===== src/rtl/pipeline_hazard_ctrl_if.sv =====
// Signal bundle between the MIPS datapath and its hazard/forwarding
// controller. The datapath is the master: it supplies register numbers and
// control bits, and it receives forwarding selects, stalls and flushes back.
interface pipeline_hazard_ctrl_if #(
  parameter int AW     = 5,
  parameter int MC_LAT = 4,
  parameter int CNT_W  = 16
);
  localparam int MCW = $clog2(MC_LAT);

  // Datapath -> controller
  logic [AW-1:0]    rsD, rtD, rsE, rtE;
  logic [AW-1:0]    WriteRegE, WriteRegM, WriteRegW;
  logic             RegWriteE, RegWriteM, RegWriteW;
  logic             MemtoRegE, MemtoRegM;
  logic             BranchD;
  logic             McOpE;
  logic             PerfClr;

  // Controller -> datapath
  logic [1:0]       ForwardAE, ForwardBE;
  logic             ForwardAD, ForwardBD;
  logic             StallF, StallD, StallE;
  logic             FlushE, FlushM;
  logic [MCW-1:0]   McCnt;
  logic             McDone;
  logic [CNT_W-1:0] StallCnt;

  modport master (
    output rsD, rtD, rsE, rtE, WriteRegE, WriteRegM, WriteRegW,
           RegWriteE, RegWriteM, RegWriteW, MemtoRegE, MemtoRegM,
           BranchD, McOpE, PerfClr,
    input  ForwardAE, ForwardBE, ForwardAD, ForwardBD,
           StallF, StallD, StallE, FlushE, FlushM, McCnt, McDone, StallCnt
  );

  modport slave (
    input  rsD, rtD, rsE, rtE, WriteRegE, WriteRegM, WriteRegW,
           RegWriteE, RegWriteM, RegWriteW, MemtoRegE, MemtoRegM,
           BranchD, McOpE, PerfClr,
    output ForwardAE, ForwardBE, ForwardAD, ForwardBD,
           StallF, StallD, StallE, FlushE, FlushM, McCnt, McDone, StallCnt
  );
endinterface


===== src/rtl/pipeline_hazard_ctrl.sv =====
// Hazard and forwarding controller for the 5-stage MIPS pipeline.
// Forwarding selects for E and D, load-use and branch-in-D stalls, a
// multi-cycle execute occupancy counter that freezes F/D/E while bubbling M,
// and a saturating counter of stalled fetch cycles.
module pipeline_hazard_ctrl #(
  parameter int AW     = 5,
  parameter int MC_LAT = 4,
  parameter int CNT_W  = 16
) (
  input  logic                  clka,
  input  logic                  rst,
  pipeline_hazard_ctrl_if.slave hz
);
  localparam int             MCW      = $clog2(MC_LAT);
  localparam logic [MCW-1:0] MC_LAST  = MCW'(MC_LAT - 1);
  localparam logic [AW-1:0]  REG_ZERO = '0;

  logic [MCW-1:0]   mc_cnt;
  logic [CNT_W-1:0] stall_cnt;
  logic             lwstall, brstall, mcstall, mc_last, stall_any;
  logic [1:0]       fwd_ae, fwd_be;

  // E-stage forwarding: the younger M result wins over W; $0 never forwards.
  // NOTE: every output of an always_comb gets a default first, so no path
  // leaves it unassigned and no latch is inferred.
  always_comb begin
    fwd_ae = 2'b00;
    fwd_be = 2'b00;
    if (hz.rsE != REG_ZERO && hz.RegWriteM && hz.rsE == hz.WriteRegM)
      fwd_ae = 2'b10;
    else if (hz.rsE != REG_ZERO && hz.RegWriteW && hz.rsE == hz.WriteRegW)
      fwd_ae = 2'b01;
    if (hz.rtE != REG_ZERO && hz.RegWriteM && hz.rtE == hz.WriteRegM)
      fwd_be = 2'b10;
    else if (hz.rtE != REG_ZERO && hz.RegWriteW && hz.rtE == hz.WriteRegW)
      fwd_be = 2'b01;
  end

  assign hz.ForwardAE = fwd_ae;
  assign hz.ForwardBE = fwd_be;
  assign hz.ForwardAD = (hz.rsD != REG_ZERO) && hz.RegWriteM && (hz.rsD == hz.WriteRegM);
  assign hz.ForwardBD = (hz.rtD != REG_ZERO) && hz.RegWriteM && (hz.rtD == hz.WriteRegM);

  // A load in E feeding D, or a branch in D whose operand is still being
  // produced in E (any write) or loaded in M, must wait a cycle.
  assign lwstall = hz.MemtoRegE && (hz.rtE == hz.rsD || hz.rtE == hz.rtD);
  assign brstall = hz.BranchD &&
                   ((hz.RegWriteE && (hz.WriteRegE == hz.rsD || hz.WriteRegE == hz.rtD)) ||
                    (hz.MemtoRegM && (hz.WriteRegM == hz.rsD || hz.WriteRegM == hz.rtD)));

  // The multi-cycle op holds E until its final (McDone) cycle.
  assign mc_last   = (mc_cnt == MC_LAST);
  assign mcstall   = hz.McOpE && !mc_last;
  assign stall_any = lwstall || brstall || mcstall;

  assign hz.StallF   = stall_any;
  assign hz.StallD   = stall_any;
  assign hz.StallE   = mcstall;
  assign hz.FlushM   = mcstall;
  // E must never be cleared while it is holding a multi-cycle op.
  assign hz.FlushE   = (lwstall || brstall) && !mcstall;
  assign hz.McDone   = hz.McOpE && mc_last;
  assign hz.McCnt    = mc_cnt;
  assign hz.StallCnt = stall_cnt;

  // Occupancy counter: counts 0..MC_LAT-1 while McOpE is high, wraps so
  // back-to-back ops each take MC_LAT cycles, and restarts whenever E drops
  // the op (abort or flush).
  // NOTE: sequential state uses non-blocking assignments so every register
  // samples pre-edge values regardless of block ordering.
  always_ff @(posedge clka or negedge rst) begin
    if (!rst)                 mc_cnt <= '0;
    else if (!hz.McOpE)       mc_cnt <= '0;
    else if (mc_last)         mc_cnt <= '0;
    else                      mc_cnt <= mc_cnt + 1'b1;
  end

  // Stalled-fetch performance counter; clear wins, saturates at all-ones.
  always_ff @(posedge clka or negedge rst) begin
    if (!rst)                              stall_cnt <= '0;
    else if (hz.PerfClr)                   stall_cnt <= '0;
    else if (stall_any && stall_cnt != '1) stall_cnt <= stall_cnt + 1'b1;
  end
endmodule


===== src/flat_wrapper.sv =====
// flat-port wrapper written by rule: the top's interface ports become plain ports
module pipeline_hazard_ctrl_flat 
#(
  parameter int AW     = 5,
  parameter int MC_LAT = 4,
  parameter int CNT_W  = 16
)
  (clka, rst, hz_rsD, hz_rtD, hz_rsE, hz_rtE, hz_WriteRegE, hz_WriteRegM, hz_WriteRegW, hz_RegWriteE, hz_RegWriteM, hz_RegWriteW, hz_MemtoRegE, hz_MemtoRegM, hz_BranchD, hz_McOpE, hz_PerfClr, hz_ForwardAE, hz_ForwardBE, hz_ForwardAD, hz_ForwardBD, hz_StallF, hz_StallD, hz_StallE, hz_FlushE, hz_FlushM, hz_McCnt, hz_McDone, hz_StallCnt);
  pipeline_hazard_ctrl_if #(.AW(AW), .MC_LAT(MC_LAT), .CNT_W(CNT_W)) hz_i ();
  input  logic clka;
  input  logic rst;
  input wire logic [$bits(hz_i.rsD)-1:0] hz_rsD;
  input wire logic [$bits(hz_i.rtD)-1:0] hz_rtD;
  input wire logic [$bits(hz_i.rsE)-1:0] hz_rsE;
  input wire logic [$bits(hz_i.rtE)-1:0] hz_rtE;
  input wire logic [$bits(hz_i.WriteRegE)-1:0] hz_WriteRegE;
  input wire logic [$bits(hz_i.WriteRegM)-1:0] hz_WriteRegM;
  input wire logic [$bits(hz_i.WriteRegW)-1:0] hz_WriteRegW;
  input wire logic [$bits(hz_i.RegWriteE)-1:0] hz_RegWriteE;
  input wire logic [$bits(hz_i.RegWriteM)-1:0] hz_RegWriteM;
  input wire logic [$bits(hz_i.RegWriteW)-1:0] hz_RegWriteW;
  input wire logic [$bits(hz_i.MemtoRegE)-1:0] hz_MemtoRegE;
  input wire logic [$bits(hz_i.MemtoRegM)-1:0] hz_MemtoRegM;
  input wire logic [$bits(hz_i.BranchD)-1:0] hz_BranchD;
  input wire logic [$bits(hz_i.McOpE)-1:0] hz_McOpE;
  input wire logic [$bits(hz_i.PerfClr)-1:0] hz_PerfClr;
  output wire logic [$bits(hz_i.ForwardAE)-1:0] hz_ForwardAE;
  output wire logic [$bits(hz_i.ForwardBE)-1:0] hz_ForwardBE;
  output wire logic [$bits(hz_i.ForwardAD)-1:0] hz_ForwardAD;
  output wire logic [$bits(hz_i.ForwardBD)-1:0] hz_ForwardBD;
  output wire logic [$bits(hz_i.StallF)-1:0] hz_StallF;
  output wire logic [$bits(hz_i.StallD)-1:0] hz_StallD;
  output wire logic [$bits(hz_i.StallE)-1:0] hz_StallE;
  output wire logic [$bits(hz_i.FlushE)-1:0] hz_FlushE;
  output wire logic [$bits(hz_i.FlushM)-1:0] hz_FlushM;
  output wire logic [$bits(hz_i.McCnt)-1:0] hz_McCnt;
  output wire logic [$bits(hz_i.McDone)-1:0] hz_McDone;
  output wire logic [$bits(hz_i.StallCnt)-1:0] hz_StallCnt;
  assign hz_i.rsD = hz_rsD;
  assign hz_i.rtD = hz_rtD;
  assign hz_i.rsE = hz_rsE;
  assign hz_i.rtE = hz_rtE;
  assign hz_i.WriteRegE = hz_WriteRegE;
  assign hz_i.WriteRegM = hz_WriteRegM;
  assign hz_i.WriteRegW = hz_WriteRegW;
  assign hz_i.RegWriteE = hz_RegWriteE;
  assign hz_i.RegWriteM = hz_RegWriteM;
  assign hz_i.RegWriteW = hz_RegWriteW;
  assign hz_i.MemtoRegE = hz_MemtoRegE;
  assign hz_i.MemtoRegM = hz_MemtoRegM;
  assign hz_i.BranchD = hz_BranchD;
  assign hz_i.McOpE = hz_McOpE;
  assign hz_i.PerfClr = hz_PerfClr;
  assign hz_ForwardAE = hz_i.ForwardAE;
  assign hz_ForwardBE = hz_i.ForwardBE;
  assign hz_ForwardAD = hz_i.ForwardAD;
  assign hz_ForwardBD = hz_i.ForwardBD;
  assign hz_StallF = hz_i.StallF;
  assign hz_StallD = hz_i.StallD;
  assign hz_StallE = hz_i.StallE;
  assign hz_FlushE = hz_i.FlushE;
  assign hz_FlushM = hz_i.FlushM;
  assign hz_McCnt = hz_i.McCnt;
  assign hz_McDone = hz_i.McDone;
  assign hz_StallCnt = hz_i.StallCnt;
  pipeline_hazard_ctrl #(.AW(AW), .MC_LAT(MC_LAT), .CNT_W(CNT_W)) u_core (.clka(clka), .rst(rst), .hz(hz_i));
endmodule

===== config.mk =====
export PLATFORM = sky130hd
export DESIGN_NAME = pipeline_hazard_ctrl_flat
export DESIGN_NICKNAME = d
export VERILOG_FILES = /design/src/rtl/pipeline_hazard_ctrl_if.sv /design/src/rtl/pipeline_hazard_ctrl.sv /design/src/flat_wrapper.sv
export SDC_FILE = /design/constraint.sdc
export NUM_CORES = 1
export LEC_CHECK = 0
export ABC_CLOCK_PERIOD_IN_PS = 2400
export CAP_MARGIN = 10
export CORE_MARGIN = 2
export CORE_UTILIZATION = 36
export CTS_BUF_LIST = sky130_fd_sc_hd__clkbuf_4 sky130_fd_sc_hd__clkbuf_8
export CTS_CLUSTER_SIZE = 20
export DETAILED_ROUTE_END_ITERATION = 12
export PLACE_DENSITY = 0.68
export SETUP_SLACK_MARGIN = 0.4
export SLEW_MARGIN = 20
export SYNTH_ARGS = -nofsm -noshare
export SYNTH_HDL_FRONTEND = slang
export SYNTH_SLANG_ARGS = --single-unit

===== constraint.sdc =====
create_clock -name clka -period 2.4 [get_ports clka]
set_input_delay 0.24 -clock clka [delete_from_list [all_inputs] [get_ports clka]]
set_output_delay 0.24 -clock clka [all_outputs]
set_load 0.05 [all_outputs]

# Word-level counts from Yosys, hierarchy flattened
# Index checks and enable logic that the tools add are counted.
# totals
mem_bits_rw,0
reg_bits,18
latch_bits,0
inputBits,45
mem_bits_ro,0
memories,0
# op_classes
magnitude_cmp,0
reduce_logical,33
div,0
eq_ne,14
n_mux,8
mul,0
n_shift,0
add_sub_neg,2
n_bitwise,0
# op_table
op,n
equality test 5 bit,12
2-to-1 mux 16 bit,2
logical AND 1 bit,20
nonzero test 5 bit,4
adder 16 x 1 -> 16 bit (second input constant),1
inequality test 16 bit (second input constant),1
2-to-1 mux 2 bit,4
logical OR 1 bit,6
adder 2 x 1 -> 2 bit (second input constant),1
equality test 2 bit (second input constant),1
zero test 1 bit,2
2-to-1 mux 1 bit,2
nonzero test 2 bit,1

# Longest topological paths before layout
# logic_depth
depth_word,10
ltp_mapped,9
mapped_depth_nobuf,7

# Least setup slack after synthesis
# OpenSTA, ideal clock, no wires.
# synth_path
kind,input-to-output
from,input hz_rtE[3]
to,output hz_ForwardBE[0]
slack_ns,-0.726
stages,5
arrival_ns,2.886
path_cell_list,buf_2 or4_1 nor2_1 nor4_1 nor4_1
# synth_between
elab_chain_len,5
# synth_lines
element,line,text
start: declaration,flat_wrapper.sv:15,input wire logic [$bits(hz_i.rtE)-1:0] hz_rtE;
nonzero test 5 bit,"pipeline_hazard_ctrl.sv:33, pipeline_hazard_ctrl.sv:35",
logical AND 1 bit (2 in series),pipeline_hazard_ctrl.sv:35,else if (hz.rtE != REG_ZERO && hz.RegWriteW && hz.rtE == hz.WriteRegW)
2-to-1 mux 1 bit,pipeline_hazard_ctrl.sv:35,
2-to-1 mux 2 bit *,pipeline_hazard_ctrl.sv:33,if (hz.rtE != REG_ZERO && hz.RegWriteM && hz.rtE == hz.WriteRegM)
end: declaration,flat_wrapper.sv:28,output wire logic [$bits(hz_i.ForwardBE)-1:0] hz_ForwardBE;
# Every way passes the cells marked *; elsewhere a longest branch is shown, timed or not.

# Worst setup path after layout
# layout_path
from,input hz_McOpE
to,output hz_McDone
# layout_between
elab_chain_len,1
# layout_lines
element,line,text
start: declaration,flat_wrapper.sv:25,input wire logic [$bits(hz_i.McOpE)-1:0] hz_McOpE;
logical AND 1 bit,pipeline_hazard_ctrl.sv:62,assign hz.McDone = hz.McOpE && mc_last;
end: declaration,flat_wrapper.sv:37,output wire logic [$bits(hz_i.McDone)-1:0] hz_McDone;
# Every way passes these cells.

==> results by group <==
STA
  • RSZ-0062 raised after global routing: no
  • Setup TNS: 0 ns
  • Final setup vio count: 0
  • Pins Over Slew Limit: 0
  • Final worst setup slack: 0.4460 ns
  • Max Fclk: 511.8 MHz
  • Tmin final: 1.954 ns
  • Slew HR: 0.6427
  • Hold slack: 0.3076 ns
  • Slew @ Worst Pin: 0.5343 ns
  • Final worst-path cycle share: 0.8141
  • Layout Skew: 0.004789 ns
  • Final hold vios: 0

Yosys
  • Syn Area/Cell: 8.469 um^2
  • Seq/Total Area, Yosys: 0.2364
  • Post-synthesis register bit count: 18
  • Mapped cell area: 1906 um^2
  • Top cells by area, synth: dfrtp_1 24%, xnor2_1 17%, xor2_1 6.4%
  • Post-Synth Adder-Cell Area: 0.01313
  • Cell accounting for the most synthesized area: dfrtp_1
  • Compound-Gate Fraction of Synth Area: 0.1346
  • XOR/XNOR Fraction of Synth Area: 0.2298
  • Synth unique cells: 42
  • Simple-Gate Fraction of Synth Area: 0.2495
  • Mapped Nets: 272
  • Post-synth top area share: 0.2364
  • Post-Syn Instances: 225
  • Post-synth EDFFs: 0
  • Post-synth ARST share: 1.000
  • Largest family of logic cells by synthesized area: simple AND/OR/NAND/NOR gates
  • Post-synthesis mux area share: 0.08207
  • Predominant post-synthesis flop cell: dfrtp_1
  • Ys Warns: 0

Layout
  • Most common cell after layout, fill and taps aside: buf_4
  • Area of the multi-input gates: 1599 um^2
  • Post-Layout Cell Count: 402
  • Ant diodes: 0
  • # fillers: 445
  • Layout Nets: 380
  • Most frequent cells in the layout: 38 x buf_4, 34 x clkdlybuf4s50_1, 31 x xnor2_1, 21 x nor2_1, 17 x nand2_1
  • Fraction of layout cells with a size suffix above 1: 0.3886
  • FF+latch area: 459.2 um^2
  • Syn-to-layout area delta: 72.42%

Setup path
  • RR Startpoint: u_core.hz.McCnt[0]$_DFF_PN0_
  • Crit-path max FO: 3
  • CP Launch Type: primary input
  • Worst path slowest cell: clkdlybuf4s50_1
  • Crit path capture type: primary output
  • Cell chain of the critical path: clkdlybuf4s50_1 -> and2_1 -> clkdlybuf4s50_1
  • R2R cell count: 6
  • CP required: 2.16 ns
  • Most used cell, CP: clkdlybuf4s50_1
  • Flop-to-flop setup slack: 0.51 ns
  • Crit-path leading delay family: buffers and inverters
  • R2r endpoint: u_core.hz.StallCnt[5]$_DFFE_PN0P_
  • WP buf/inv: 2
  • WS Path Type: primary input to primary output
  • CP arrival: 1.71 ns
  • Slowest stage delay, CP: 0.79 ns

Placement
  • Post-place setup slack: -0.09530 ns
  • Placed Cells: 388
  • Final HPWL DP: 4.580 mm
  • GP Congestion: 0.8809
  • Port Buffer Count: 74

Power and ir drop
  • Int Pwr: 0.0006872 W
  • Sequential Power Share: 0.312
  • PD cells: 320.5 nW/um^2
  • Clock power frac: 0.242
  • Sw power: 0.0003659 W
  • Total power draw: 0.001053 W
  • Net Sw Frac: 0.3475
  • Max VDD drop: 0.0003496 V
  • LEAKAGE: 1.316 nW
  • Gate power share: 0.446

Floorplan
  • IO Pins: 75
  • Vert. Die Dim: 76.76 um
  • Initial Util: 0.3731
  • CORE AREA: 5107 um^2
  • Rows: 26
  • Die width: 76.76 um
  • Die ar.: 5891 um^2

CTS
  • Clk Tree Root Cell: clkbuf_8
  • Clk buf depth: 2
  • # hold bufs at CTS: 0
  • CTS H-tree lvls: 1
  • Total CTS buffers: 3
  • Clk sinks: 18
  • Clk slew on worst S/H paths: 0.07 ns
  • Clk_lat worst skew: 0.26 ns
  • CTS tree: yes

Global routing
  • GRT Overall Usage: 0.2081
  • Initial antenna violation count: 0
  • Pin count of the biggest net entering global routing: 24
  • First-pass GRT wire length: 10.03 mm
  • Vias in the first global route: 2022
  • Overflow after GRT: 0

Route
  • WL/cell: 15.04 um
  • Vias: 2056
  • Post-route DRC: 0
  • Initial DRT Pass Iterations: 4
  • Final wirelength: 6.046 mm
  • 1st-iter DRT viols: 122
  • Drt via density: 5.114
  • Routed Antenna Nets: 0

Hold path
  • Hold Path Class: primary input to async pin

Run status
  • Run status: finished, final reports clean

Run
  • Max cap viols: 0
-- sequential cells by signal, summed over array words and instances, names as in the netlist --
register            cells
u_core.hz.McCnt         2
u_core.hz.StallCnt     16
-- cell usage after synthesis (2+ instances only) --
library cell	count
nand3_1	4
nand2_1	18
or4_1	4
xnor2_1	36
a21oi_1	3
nor3_1	6
mux2_1	4
nand2b_1	5
nand4_1	10
clkbuf_1	4
xor2_1	14
buf_4	2
o21ai_0	4
a211o_1	2
nor2b_1	11
nor4_1	5
inv_1	4
nor2_1	23
mux2_2	9
dfrtp_1	18
ha_1	2
a21o_1	2
a211oi_1	8
buf_6	3
and2_1	3
buf_2	5
-- through the flow --
| stage | area (um^2) | util |
|---|---|---|
| final | 3286 | 0.6433 |
| after global routing | 3286 | 0.6433 |
| after CTS | 3242 | 0.6347 |
| after floorplan | 2044 | - |
| after detailed placement | 3057 | 0.5985 |
| after global placement | 3057 | 0.5985 |
-- worst max-delay path by stage --
stage,start,cells past startpoint,end
after floorplan,hz_rtE[3],5,hz_ForwardBE[0]
after global placement,hz_rsD[0],8,hz_FlushE
after detailed placement,hz_rsD[2],8,hz_FlushE
after CTS,hz_rtE[0],7,hz_ForwardBE[0]
after global routing,hz_WriteRegE[3],8,hz_FlushE
final,hz_McOpE,3,hz_McDone
-- worst register-to-register path: cells and delay by family (launching register included) --
family                   cells  cell delay (ns)
buffers and inverters        1             0.16
AO/OA/AOI/OAI                1             0.34
adder cells (fa/ha/maj)      1             0.19
flip-flops                   1             0.42
multiplexers                 1             0.36
AND/OR/NAND/NOR              2             0.33
-- power groups by stage --
stage	clock, W	combinational [W]	sequential, W
2_1_floorplan	0	0.000208	0.000366
5_1_grt	0.000275	0.000505	0.000329
3_5_place_dp	0	0.000443	0.000334
3_3_place_gp	0	0.000439	0.000334
6_report	0.000255	0.000470	0.000329
4_1_cts	0.000259	0.000464	0.000328
-- per-layer routing --
layer | wire length (um) | share of wire | global-route usage | up-vias
li1 | - | - | - | 1000
met1 | 2722 | 0.45 | 0.2758 | 969
met3 | 371 | 0.061 | 0.02824 | 9
met2 | 2860 | 0.47 | 0.3518 | 78
met4 | 91 | 0.015 | 0.06182 | 0
met5 | 0 | 0 | 0 | -
-- timing repair --
| action | CTS | global route |
|---|---|---|
| setup buffers | 10 | 0 |
| pin swaps | 15 | 9 |
| resized for setup | 70 | 38 |
| endpoints found under the setup margin | 25 | 16 |
-- cell type report --
class                           instances  area share
Multi-Input combinational cell        189      0.4867
Timing Repair Buffer                  117      0.3256
Sequential cell                        18      0.1398
Tap cell                               70     0.02666
Clock buffer                            4     0.01676
Inverter                                4    0.004570
-- cells by family after synthesis --
logic type,after synthesis
simple gates,93
flops,18
xor+xnor,50
compound gates,30
buf+inv,18
mux,14
fa+ha+maj,2
Power figures use the tool's default switching activity.
